<file path="config.mk">
export PLATFORM = sky130hd
export DESIGN_NAME = uart_tx_fifo_feeder_flat
export DESIGN_NICKNAME = d
export VERILOG_FILES = /design/src/rtl/uart_tx_fifo_feeder_if.sv /design/src/rtl/uart_tx_fifo_feeder.sv /design/src/flat_wrapper.sv
export SDC_FILE = /design/constraint.sdc
export NUM_CORES = 1
export LEC_CHECK = 0
export ABC_AREA = 0
export BUFFER_PORTS_ARGS = -buffer_cell sky130_fd_sc_hd__clkbuf_2
export CAP_MARGIN = 20
export CORE_AREA = 2 2 106 108
export CTS_CLUSTER_SIZE = 16
export DETAILED_ROUTE_END_ITERATION = 7
export DIE_AREA = 0 0 108 110
export GPL_TIMING_DRIVEN = 1
export PLACE_DENSITY_LB_ADDON = 0.12
export SLEW_MARGIN = 40
export SYNTH_ARGS = -nofsm -noshare
export SYNTH_HDL_FRONTEND = slang
export SYNTH_SLANG_ARGS = --single-unit
</file>
<file path="constraint.sdc">
create_clock -name clk -period 3.74 [get_ports clk]
set_input_delay 0.187 -clock clk [delete_from_list [all_inputs] [get_ports clk]]
set_output_delay 0.187 -clock clk [all_outputs]
set_load 0.01 [all_outputs]
</file>
<file path="src/rtl/uart_tx_fifo_feeder_if.sv">
// Producer / transmitter handshake bundle for the UART TX FIFO feeder.
// master = producer + transmitter side, slave = the feeder itself.
interface uart_tx_fifo_feeder_if #(
    parameter int DEPTH_LOG2 = 4
);
    logic [7:0]          wr_data;
    logic                wr_en;
    logic                full;
    logic                empty;
    logic [DEPTH_LOG2:0] level;
    logic                overflow;
    logic                clr_overflow;
    logic [7:0]          tx_data;
    logic                tx_valid;
    logic                tx_busy;

    modport master (
        output wr_data, wr_en, clr_overflow, tx_busy,
        input  full, empty, level, overflow, tx_data, tx_valid
    );

    modport slave (
        input  wr_data, wr_en, clr_overflow, tx_busy,
        output full, empty, level, overflow, tx_data, tx_valid
    );
endinterface

</file>
<file path="src/rtl/uart_tx_fifo_feeder.sv">
// Circular byte FIFO feeding a UART transmitter: pops one byte, pulses tx_valid,
// then waits for tx_busy to rise and fall before issuing the next.
module uart_tx_fifo_feeder #(
    parameter int DEPTH_LOG2 = 4
) (
    input  logic                  clk,
    input  logic                  rst_n,
    uart_tx_fifo_feeder_if.slave  bus
);
    localparam int                  DEPTH   = 2 ** DEPTH_LOG2;
    localparam logic [DEPTH_LOG2:0] DEPTH_L = (DEPTH_LOG2 + 1)'(DEPTH);

    typedef enum logic [1:0] {IDLE, ISSUE, WAIT_BUSY, WAIT_DONE} state_t;

    state_t                state;
    logic [7:0]            mem [DEPTH];
    logic [DEPTH_LOG2-1:0] wr_ptr;
    logic [DEPTH_LOG2-1:0] rd_ptr;
    logic [DEPTH_LOG2:0]   level;
    logic                  overflow;
    logic [7:0]            tx_data;
    logic                  tx_valid;
    logic                  full;
    logic                  empty;
    logic                  wr_ok;
    logic                  pop;

    assign full  = (level == DEPTH_L);
    assign empty = (level == '0);
    // full is taken from the pre-pop level, so a write while full is dropped
    // even when a pop lands on the same edge.
    assign wr_ok = bus.wr_en && !full;
    assign pop   = (state == IDLE) && !empty;

    assign bus.full     = full;
    assign bus.empty    = empty;
    assign bus.level    = level;
    assign bus.overflow = overflow;
    assign bus.tx_data  = tx_data;
    assign bus.tx_valid = tx_valid;

    always_ff @(posedge clk) begin
        if (wr_ok) mem[wr_ptr] <= bus.wr_data;
    end

    always_ff @(posedge clk or negedge rst_n) begin
        if (!rst_n) begin
            wr_ptr   <= '0;
            rd_ptr   <= '0;
            level    <= '0;
            overflow <= 1'b0;
        end else begin
            if (wr_ok) wr_ptr <= wr_ptr + 1'b1;
            if (pop)   rd_ptr <= rd_ptr + 1'b1;
            case ({wr_ok, pop})
                2'b10:   level <= level + 1'b1;
                2'b01:   level <= level - 1'b1;
                default: level <= level;
            endcase
            // Set beats clear when both happen on the same edge.
            if (bus.wr_en && full)     overflow <= 1'b1;
            else if (bus.clr_overflow) overflow <= 1'b0;
        end
    end

    // tx_valid is registered off ISSUE, so the pulse lands one edge after the pop.
    always_ff @(posedge clk or negedge rst_n) begin
        if (!rst_n) begin
            state    <= IDLE;
            tx_data  <= 8'h00;
            tx_valid <= 1'b0;
        end else begin
            case (state)
                IDLE: begin
                    tx_valid <= 1'b0;
                    if (!empty) begin
                        tx_data <= mem[rd_ptr];
                        state   <= ISSUE;
                    end
                end
                ISSUE: begin
                    tx_valid <= 1'b1;
                    state    <= WAIT_BUSY;
                end
                WAIT_BUSY: begin
                    tx_valid <= 1'b0;
                    if (bus.tx_busy) state <= WAIT_DONE;
                end
                WAIT_DONE: begin
                    tx_valid <= 1'b0;
                    if (!bus.tx_busy) state <= IDLE;
                end
                default: begin
                    tx_valid <= 1'b0;
                    state    <= IDLE;
                end
            endcase
        end
    end
endmodule
</file>
<file path="src/flat_wrapper.sv">
// flat-port wrapper written by rule: the top's interface ports become plain ports
module uart_tx_fifo_feeder_flat 
#(
    parameter int DEPTH_LOG2 = 4
)
  (clk, rst_n, bus_wr_data, bus_wr_en, bus_clr_overflow, bus_tx_busy, bus_full, bus_empty, bus_level, bus_overflow, bus_tx_data, bus_tx_valid);
  uart_tx_fifo_feeder_if #(.DEPTH_LOG2(DEPTH_LOG2)) bus_i ();
  input  logic clk;
  input  logic rst_n;
  input wire logic [$bits(bus_i.wr_data)-1:0] bus_wr_data;
  input wire logic [$bits(bus_i.wr_en)-1:0] bus_wr_en;
  input wire logic [$bits(bus_i.clr_overflow)-1:0] bus_clr_overflow;
  input wire logic [$bits(bus_i.tx_busy)-1:0] bus_tx_busy;
  output wire logic [$bits(bus_i.full)-1:0] bus_full;
  output wire logic [$bits(bus_i.empty)-1:0] bus_empty;
  output wire logic [$bits(bus_i.level)-1:0] bus_level;
  output wire logic [$bits(bus_i.overflow)-1:0] bus_overflow;
  output wire logic [$bits(bus_i.tx_data)-1:0] bus_tx_data;
  output wire logic [$bits(bus_i.tx_valid)-1:0] bus_tx_valid;
  assign bus_i.wr_data = bus_wr_data;
  assign bus_i.wr_en = bus_wr_en;
  assign bus_i.clr_overflow = bus_clr_overflow;
  assign bus_i.tx_busy = bus_tx_busy;
  assign bus_full = bus_i.full;
  assign bus_empty = bus_i.empty;
  assign bus_level = bus_i.level;
  assign bus_overflow = bus_i.overflow;
  assign bus_tx_data = bus_i.tx_data;
  assign bus_tx_valid = bus_i.tx_valid;
  uart_tx_fifo_feeder #(.DEPTH_LOG2(DEPTH_LOG2)) u_core (.clk(clk), .rst_n(rst_n), .bus(bus_i));
endmodule
</file>
* After elaboration in Yosys (flattened, before gate mapping)
Memory sizes are Yosys's and may differ from the RTL's. A register that Yosys moved wholly into a read port is not among the register bits. Cells that the tools add are included.
Word-level totals: output and inout port bits 17, flip-flop bits (word level) 17, input bits 13, word-level logic and storage cells 44, memory bits (writable) 128, memories 1
Memory list:
- u_core.mem | words 16, width 8, read ports 1, clocked after Yosys merged registers in 1, wr ports 1, RTL line uart_tx_fifo_feeder.sv:16 | logic [7:0] mem [DEPTH];
Operators by class: $add $sub $neg 4, eq/ne operators 9, mux-type cells 10, reductions and logical operators 13, bitwise operators 1
Operator list (count):
- 5-bit case mux with 2 select lines | 1
- 4-bit by 1-bit adder with 4-bit output (second input constant) | 2
- 2-bit case mux with 4 select lines | 1
- 2-bit == test (second input constant) | 3
- 2-bit 2-to-1 mux | 3
- 2-bit != test (second input constant) | 3
- 5-bit by 1-bit adder with 5-bit output (second input constant) | 1
- 5-bit == test (second input constant) | 1
- 5-bit logical NOT | 1
- 5-bit by 1-bit subtractor with 5-bit output (second input constant) | 1
- 2-bit by 1-bit == test with 1-bit output (second input constant) | 2
- 1-bit 2-to-1 mux | 4
- 2-bit nonzero test | 2
- 1-bit logical AND | 3
- 1-bit logical NOT | 3
- 3-bit AND reduction | 1
- 3-bit OR reduction | 1
- 2-bit logical NOT | 1
- 1-bit case mux with 2 select lines | 1
- 2-bit AND reduction | 1
- 1-bit NOT | 1

* Longest topological paths before layout
Gate-level depths: netlist (run 1).
depth after elaboration 5, depth in mapped cells 12, depth with buffers taken out 10

* Worst setup path before layout (run 1)
OpenSTA, ideal clock, no wires.
path kind register -> register, from register u_core.level[2], in the netlist u_core.bus.level[2], to register u_core.level[4], in the netlist u_core.bus.level[4], clock period less this slack 3.045 ns, arrival 2.965 ns, setup time 0.080 ns, setup slack 0.695 ns, path buffers 3, stages on the path, launching flop included 13, data required time 3.660 ns, cell sequence dfrtp_1 > buf_6 > nor4_1 > a21boi_0 > buf_2 > ha_1 > clkbuf_1 > xor2_1 > ha_1 > or3b_1 > a211o_1 > a21oi_1 > xnor2_1
Between the ends: word-level cells in the longest chain between the ends 5, elaborated cells on any way between the ends 12, classes of those cells 2 x add/sub; 3 x eq/ne; 1 x mux; 6 x reduce/logical
RTL lines:
- start, declared | RTL line uart_tx_fifo_feeder.sv:19 | logic [DEPTH_LOG2:0] level;
- start signal, assigned | RTL line uart_tx_fifo_feeder.sv:56 | 2'b10: level <= level + 1'b1;
- start signal, assigned | RTL line uart_tx_fifo_feeder.sv:57 | 2'b01: level <= level - 1'b1;
- start signal, assigned | RTL line uart_tx_fifo_feeder.sv:58 | default: level <= level;
- 5-bit logical NOT * | RTL line uart_tx_fifo_feeder.sv:29 | assign empty = (level == '0);
- 1-bit logical NOT * | RTL line uart_tx_fifo_feeder.sv:33 | assign pop = (state == IDLE) && !empty;
- 1-bit logical AND * | RTL line uart_tx_fifo_feeder.sv:33
- net u_core.pop | RTL line uart_tx_fifo_feeder.sv:26 | logic pop;
- 2-bit by 1-bit == test with 1-bit output / 2-bit == test (equally long branches) | RTL line uart_tx_fifo_feeder.sv:55 | case ({wr_ok, pop})
- 5-bit case mux with 2 select lines / 2-bit nonzero test (equally long branches)
Mark *: on every way through the listed nets, which the timed path passes. The rest lies on a longest branch. A chain may end at the register's enable or synchronous reset.

* Final worst setup path (run 1)
from register u_core.level[2], in the netlist u_core.bus.level[2], to register u_core.level[4], in the netlist u_core.bus.level[4]
Between the ends: word-level cells in the longest chain between the ends 5, elaborated cells on any way between the ends 12, classes of those cells 2 x add/sub; 3 x eq/ne; 1 x mux; 6 x reduce/logical
RTL lines (RTL line):
- 5-bit == test / 5-bit logical NOT (equally long branches) | uart_tx_fifo_feeder.sv:28, uart_tx_fifo_feeder.sv:29
- 1-bit logical NOT, on equally long branches | uart_tx_fifo_feeder.sv:32, uart_tx_fifo_feeder.sv:33
- 1-bit logical AND, on equally long branches | uart_tx_fifo_feeder.sv:32, uart_tx_fifo_feeder.sv:33
- 2-bit by 1-bit == test with 1-bit output / 2-bit == test (equally long branches) | uart_tx_fifo_feeder.sv:55
- 5-bit case mux with 2 select lines / 2-bit nonzero test (equally long branches)
Several ways; a longest one is shown, not always the timed one.

==> results.cfg, run 1 <==
[route]
wl_um = 11400
vias = 3121
drc = 0
firstDrtPassIters = 4
postRouteAntennaNets = 0
drtIter0Drc = 247
post_drt_wl_per_cell_um = 21.7
viasPerCell = 5.96

[synth]
synth_top_cell_area_share_pct = 60.5
syn_inst = 333
synth_common_cells = edfxtp_1, dfrtp_1, mux4_1, nor2_1, o22ai_1
seq_area_frac_synth_pct = 70.3
synth_area_per_cell_um2 = 19.1
ys_types = 47
async_flop_share_pct = 16.3
synth.most_common_cell = edfxtp_1
synth_edf_count = 128
yosysWarnings = 0
synthesis.nets = 359
synth_area_leaders = edfxtp_1, mux4_1, dfrtp_1, ha_1, mux4_2
yosys_most_used_dff = edfxtp_1
syn_area_um2 = 6350
ys_seq_elements = 153
synth_top_cell_by_area = edfxtp_1

[worst_setup_path]
endpoint_kind = register
cp_slowest_cell = nor4_1
crit_start = u_core.bus.level[2]
rr_startpoint = u_core.bus.level[2]
crit_arrival_ns = 3.67
slowest_delay_ns = 0.64
cp-start-kind = register
path_max_fanout = 9
crit_type = reg -> reg
crit_path_cell_trace = nor4_1, a21boi_2, inv_1, ha_1, xor2_1, ha_1, or3b_1, a211o_1, a21oi_1, xnor2_1
required_ns = 4.18
critPathMostFrequentCell = ha_1

[floorplan]
die_w_um = 108
boundaryPins = 30
start_util_pct = 59.4
core_region_area_um2 = 10700
die_area_um2 = 11900
die_y_um = 110
row_count = 38

[power_and_ir_drop]
p_per_area_nw_per_um2 = 773
peakVddDrop_uv = 724
p_leak_nw = 2.57

[clock_network]
clockRootBuffer = clkbuf_8
cts_buffers = 17
clk_pin_slew_worst_paths_ns = 0.06
cts_resized = 0
cts_tree = yes
clk_latency_ns = 0.52
clock-sinks = 153
htree_num_levels = 4
max-clock-path-buffers = 2

[place]
io_buffer_count = 29
gp_congestion = 0.766
dp_hpwl_um = 7110

[timing]
setup_viol = 0
tns_ns = 0
rsz0062_at_grt = no
max_freq_ghz = 0.309
worst_pin_slew_ns = 0.688
fin_crit_sh_pct = 86.4
fin_skew_ns = 0.00805
slew_headroom_pct = 54.1
min_period_ns = 3.23
slew_violations = 0
finalHoldViolCount = 0

[outcome]
status = complete, no violations

[cells_and_area]
area_growth_pct = 13.4
n_antenna_cell = 0
final_util_pct = 67.4
final_nets = 398
layout-drive-gt1-share_pct = 26.6

[worst_hold_path]
min_from = bus_tx_busy
hold_path_class = in -> reg

[global_route]
grt_pass1_wl_um = 17400
antenna_found_initial = 0
grt_util_all_layers_pct = 21.0
overflow = 0
grt_pass1_vias = 3104
grt_max_degree = 38

[run]
maxCapViolCount = 0
==> kinds of logic (layout without fill, tap and decap cells) <==
kind of cell | after synthesis | in the layout | synth area share (%)
flip-flops | 153 | 153 | 70.3
AND/OR/NAND/NOR | 49 | 49 | 4.02
multiplexers | 44 | 44 | 14.7
AO/OA/AOI/OAI | 36 | 36 | 4.02
buffers and inverters | 25 | 76 | 2.62
adder cells (fa/ha/maj) | 13 | 13 | 2.56
XOR/XNOR | 13 | 13 | 1.79
==> worst max-delay path: cells and delay by family (launching register included) <==
kind	cells	cell delay (ns)
adder cells (fa/ha/maj)	2	0.59
AND/OR/NAND/NOR	2	0.99
buffers and inverters	1	0.13
flip-flops	1	0.47
AO/OA/AOI/OAI	3	0.72
XOR/XNOR	2	0.25
==> through the flow <==
step           total power, mW  hold WS, ns  std cells  worst slack (ns)  instance area [um2]
2_1_floorplan             3.61       -0.109        333             0.695                 6350
3_3_place_gp              3.93        0.251        490             0.709                 6590
6_report                  5.57       0.0210        524             0.509                 7210
3_5_place_dp              4.00        0.255        490             0.543                 6610
4_1_cts                   5.61      0.00276        524             0.528                 7200
5_1_grt                   5.87       0.0250        524             0.350                 7210
==> area by class of cell <==
class                      count  area (um2)
clock buffer                  17         414
clock inverter                14         148
fill                         717        3490
inverter                       7        26.3
multi-input combinational    155        1750
sequential                   153        4470
tap                          140         175
timing repair buffer          38         220
==> flip-flops by register name, summed over array words and instances (netlist names) <==
signal / flops
u_core.wr_ptr: 4
u_core.state: 2
u_core.rd_ptr: 4
u_core.bus.level: 5
u_core.bus.tx_data: 8
u_core.bus.tx_valid: 1
u_core.mem: 128
u_core.bus.overflow: 1
==> final timing paths <==
| kind | endpoint | slack [ns] | cells past startpoint |
|---|---|---|---|
| hold / removal | u_core.state[0] | 0.02 | 3 |
| min in group asynchronous | u_core.bus.level[2] | 0.23 | 2 |
| max in group asynchronous | u_core.rd_ptr[0] | 3.01 | 2 |
| setup reg to reg | u_core.bus.level[4] | 0.51 | 10 |
| hold reg to reg | u_core.bus.tx_data[5] | 0.56 | 2 |
| setup / recovery | u_core.bus.level[4] | 0.51 | 10 |
==> power breakdown <==
| group | internal [mW] | switching, mW | leakage, nW |
|---|---|---|---|
| Sequential | 2.13 | 0.354 | 1.44 |
| Combinational | 0.750 | 0.729 | 0.849 |
| Clock | 0.949 | 0.659 | 0.273 |
==> per-layer routing <==
layer  vias to the layer above  share of wire [%]  GRT usage, %
li1                       1422                  -             -
met1                      1593                 44          27.8
met2                        82                 50          33.8
met3                        24                3.7          5.35
met4                         0                2.6          8.70
met5                         -                  0             0
==> what timing repair did <==
action | 4_1_cts | 5_1_grt
endpoints found under the hold margin | 26 | 0
hold buffers | 3 | 0
buffers inserted | 0 | 0
==> cell usage in the layout (no fill, tap or decap), types with 7 or more instances in the layout <==
cell / synthesis / layout
dfrtp_1: 25 / 24
a21oi_1: 10 / 10
ha_1: 13 / 13
clkbuf_16: 0 / 16
mux4_1: 24 / 24
mux4_2: 7 / 7
xnor2_1: 7 / 7
o22ai_1: 14 / 14
nor2_2: 0 / 12
nand2_1: 8 / 8
edfxtp_1: 128 / 128
clkbuf_2: 1 / 29
mux2_2: 11 / 11
inv_1: 7 / 7
No activity file was read; power rests on OpenSTA's default activity.
==> run 2, diff against run 1 <==
--- a/config.mk
+++ b/config.mk
@@ -6,12 +6,12 @@
 export NUM_CORES = 1
 export LEC_CHECK = 0
 export ABC_AREA = 0
-export BUFFER_PORTS_ARGS = -buffer_cell sky130_fd_sc_hd__clkbuf_2
+export BUFFER_PORTS_ARGS = -buffer_cell sky130_fd_sc_hd__buf_2
 export CAP_MARGIN = 20
-export CORE_AREA = 2 2 106 108
+export CORE_AREA = 2 2 149 151
 export CTS_CLUSTER_SIZE = 16
 export DETAILED_ROUTE_END_ITERATION = 7
-export DIE_AREA = 0 0 108 110
+export DIE_AREA = 0 0 151 153
 export GPL_TIMING_DRIVEN = 1
 export PLACE_DENSITY_LB_ADDON = 0.12
 export SLEW_MARGIN = 40
==> results.cfg, run 2 (synthesis gave the netlist of run 1 again) <==
[power_and_ir_drop]
peakVddDrop_uv = 324
finalPower_mw = 5.56
p_leak_nw = 2.57
p_per_area_nw_per_um2 = 754

[outcome]
status = complete, no violations

[place]
pre_cts_ws_ns = 0.558
gp_congestion = 0.716
io_buffer_count = 29
dp_hpwl_um = 8230

[clock_network]
cts_resized = 0
max-clock-path-buffers = 2
postCtsSetupBuffers = 0
clock-sinks = 153
cts_buffers = 17
htree_num_levels = 4
clk_latency_ns = 0.41
cts_tree = yes
clockRootBuffer = clkbuf_16
clk_pin_slew_worst_paths_ns = 0.06

[worst_setup_path]
crit_arrival_ns = 3.52
crit_type = reg -> reg
path_max_fanout = 9
endpoint_kind = register
rrSetupSlack_ns = 0.56
cp-start-kind = register
required_ns = 4.08

[cells_and_area]
largest_register = u_core.mem
final_nets = 404
largest_register_ffs = 128
mostFrequentLayoutCells = edfxtp_1, buf_2, mux4_1
area_growth_pct = 16.1
regArea_um2 = 4470
layout-drive-gt1-share_pct = 26.0
n_antenna_cell = 0
reg_top3 = u_core.mem (128), u_core.bus.tx_data (8), u_core.bus.level (5)
layout_commonest_cell = edfxtp_1
num-fill-cells = 2057
multi_input_area_um2 = 1730

[timing]
setup_viol = 0
setup_ws_ns = 0.556
tns_ns = 0
min_period_ns = 3.18
fin_skew_ns = 0.00734
fin_crit_sh_pct = 85.1
worst_pin_slew_ns = 0.795
rsz0062_at_grt = no
slew_violations = 0
finalHoldViolCount = 0
slew_headroom_pct = 47.0
max_freq_ghz = 0.314

[floorplan]
die_w_um = 151
start_util_pct = 29.6
die_y_um = 153
core_region_area_um2 = 21500
boundaryPins = 30
row_count = 54
die_area_um2 = 23100

[route]
vias = 3079
drtIter0Drc = 165
drc = 0
firstDrtPassIters = 5
post_drt_wl_per_cell_um = 20.0
wl_um = 13400
postRouteAntennaNets = 0
viasPerCell = 4.60

[run]
maxCapViolCount = 0

[global_route]
grt_max_degree = 32
grt_util_all_layers_pct = 12.4
overflow = 0
antenna_found_initial = 1
grt_pass1_vias = 3175
grt_pass1_wl_um = 20100

[worst_hold_path]
hold_path_class = in -> reg
==> run 2: cell types whose count changed in the layout (fill, tap and decap cells not counted), sizes merged, moves of 2 or more <==
cell,previous run,this run
clkinv,8,4
clkbuf,46,20
clkinvlp,1,3
buf,6,43
dlygate4sd3,3,1
==> run 2: final timing paths <==
kind / startpoint / to / depth (start not counted)
max in group asynchronous: rst_n / u_core.rd_ptr[0] / 2
hold reg to reg: u_core.bus.overflow / u_core.bus.overflow / 1
min in group asynchronous: rst_n / u_core.bus.level[2] / 2
setup / recovery: u_core.bus.level[2] / u_core.bus.level[4] / 10
setup reg to reg: u_core.bus.level[2] / u_core.bus.level[4] / 10
hold / removal: bus_wr_en / u_core.bus.overflow / 2
==> run 2: power breakdown <==
part | switching [mW] | total, mW | internal, mW
Sequential | 0.368 | 2.50 | 2.13
Combinational | 0.730 | 1.49 | 0.762
Clock | 0.664 | 1.57 | 0.909
==> run 2: timing repair <==
item,CTS,global route
hold endpoints to repair,25,0
endpoints found under the setup margin,0,0
hold buffers,1,0
==> run 2: stage by stage <==
step | cells | hold slack [ns] | util [%] | area, um2
global placement | 638 | 0.265 | 31.7 | 6820
global route | 669 | 0.0229 | 34.3 | 7380
detailed placement | 638 | 0.270 | 31.8 | 6830
floorplan | 333 | -0.109 | - | 6350
CTS | 669 | 0.00534 | 34.3 | 7380
finish | 669 | 0.0203 | 34.3 | 7380
==> run 2: routing by layer <==
layer | global-route usage [%] | routed length [um] | vias up
li1 | - | - | 1430
met1 | 15.3 | 5750 | 1582
met2 | 20.7 | 6880 | 50
met3 | 3.40 | 525 | 15
met4 | 4.54 | 233 | 2
met5 | 0 | 13 | -
==> run 2: layout make-up <==
type / instances / area share, %
sequential: 153 / 60.7
timing repair buffer: 44 / 3.53
inverter: 7 / 0.356
clock buffer: 20 / 5.92
tap: 280 / 4.75
multi-input combinational: 155 / 23.5
clock inverter: 10 / 1.31
==> run 2: critical path, stage by stage, from the launching register on <==
cell and delay (ns):
dfrtp_1 0.47, nor4_1 0.60, a21boi_2 0.24, inv_1 0.13, ha_1 0.37, xor2_1 0.12, ha_1 0.24, or3b_1 0.36
a211o_1 0.30, a21oi_1 0.15, xnor2_1 0.13
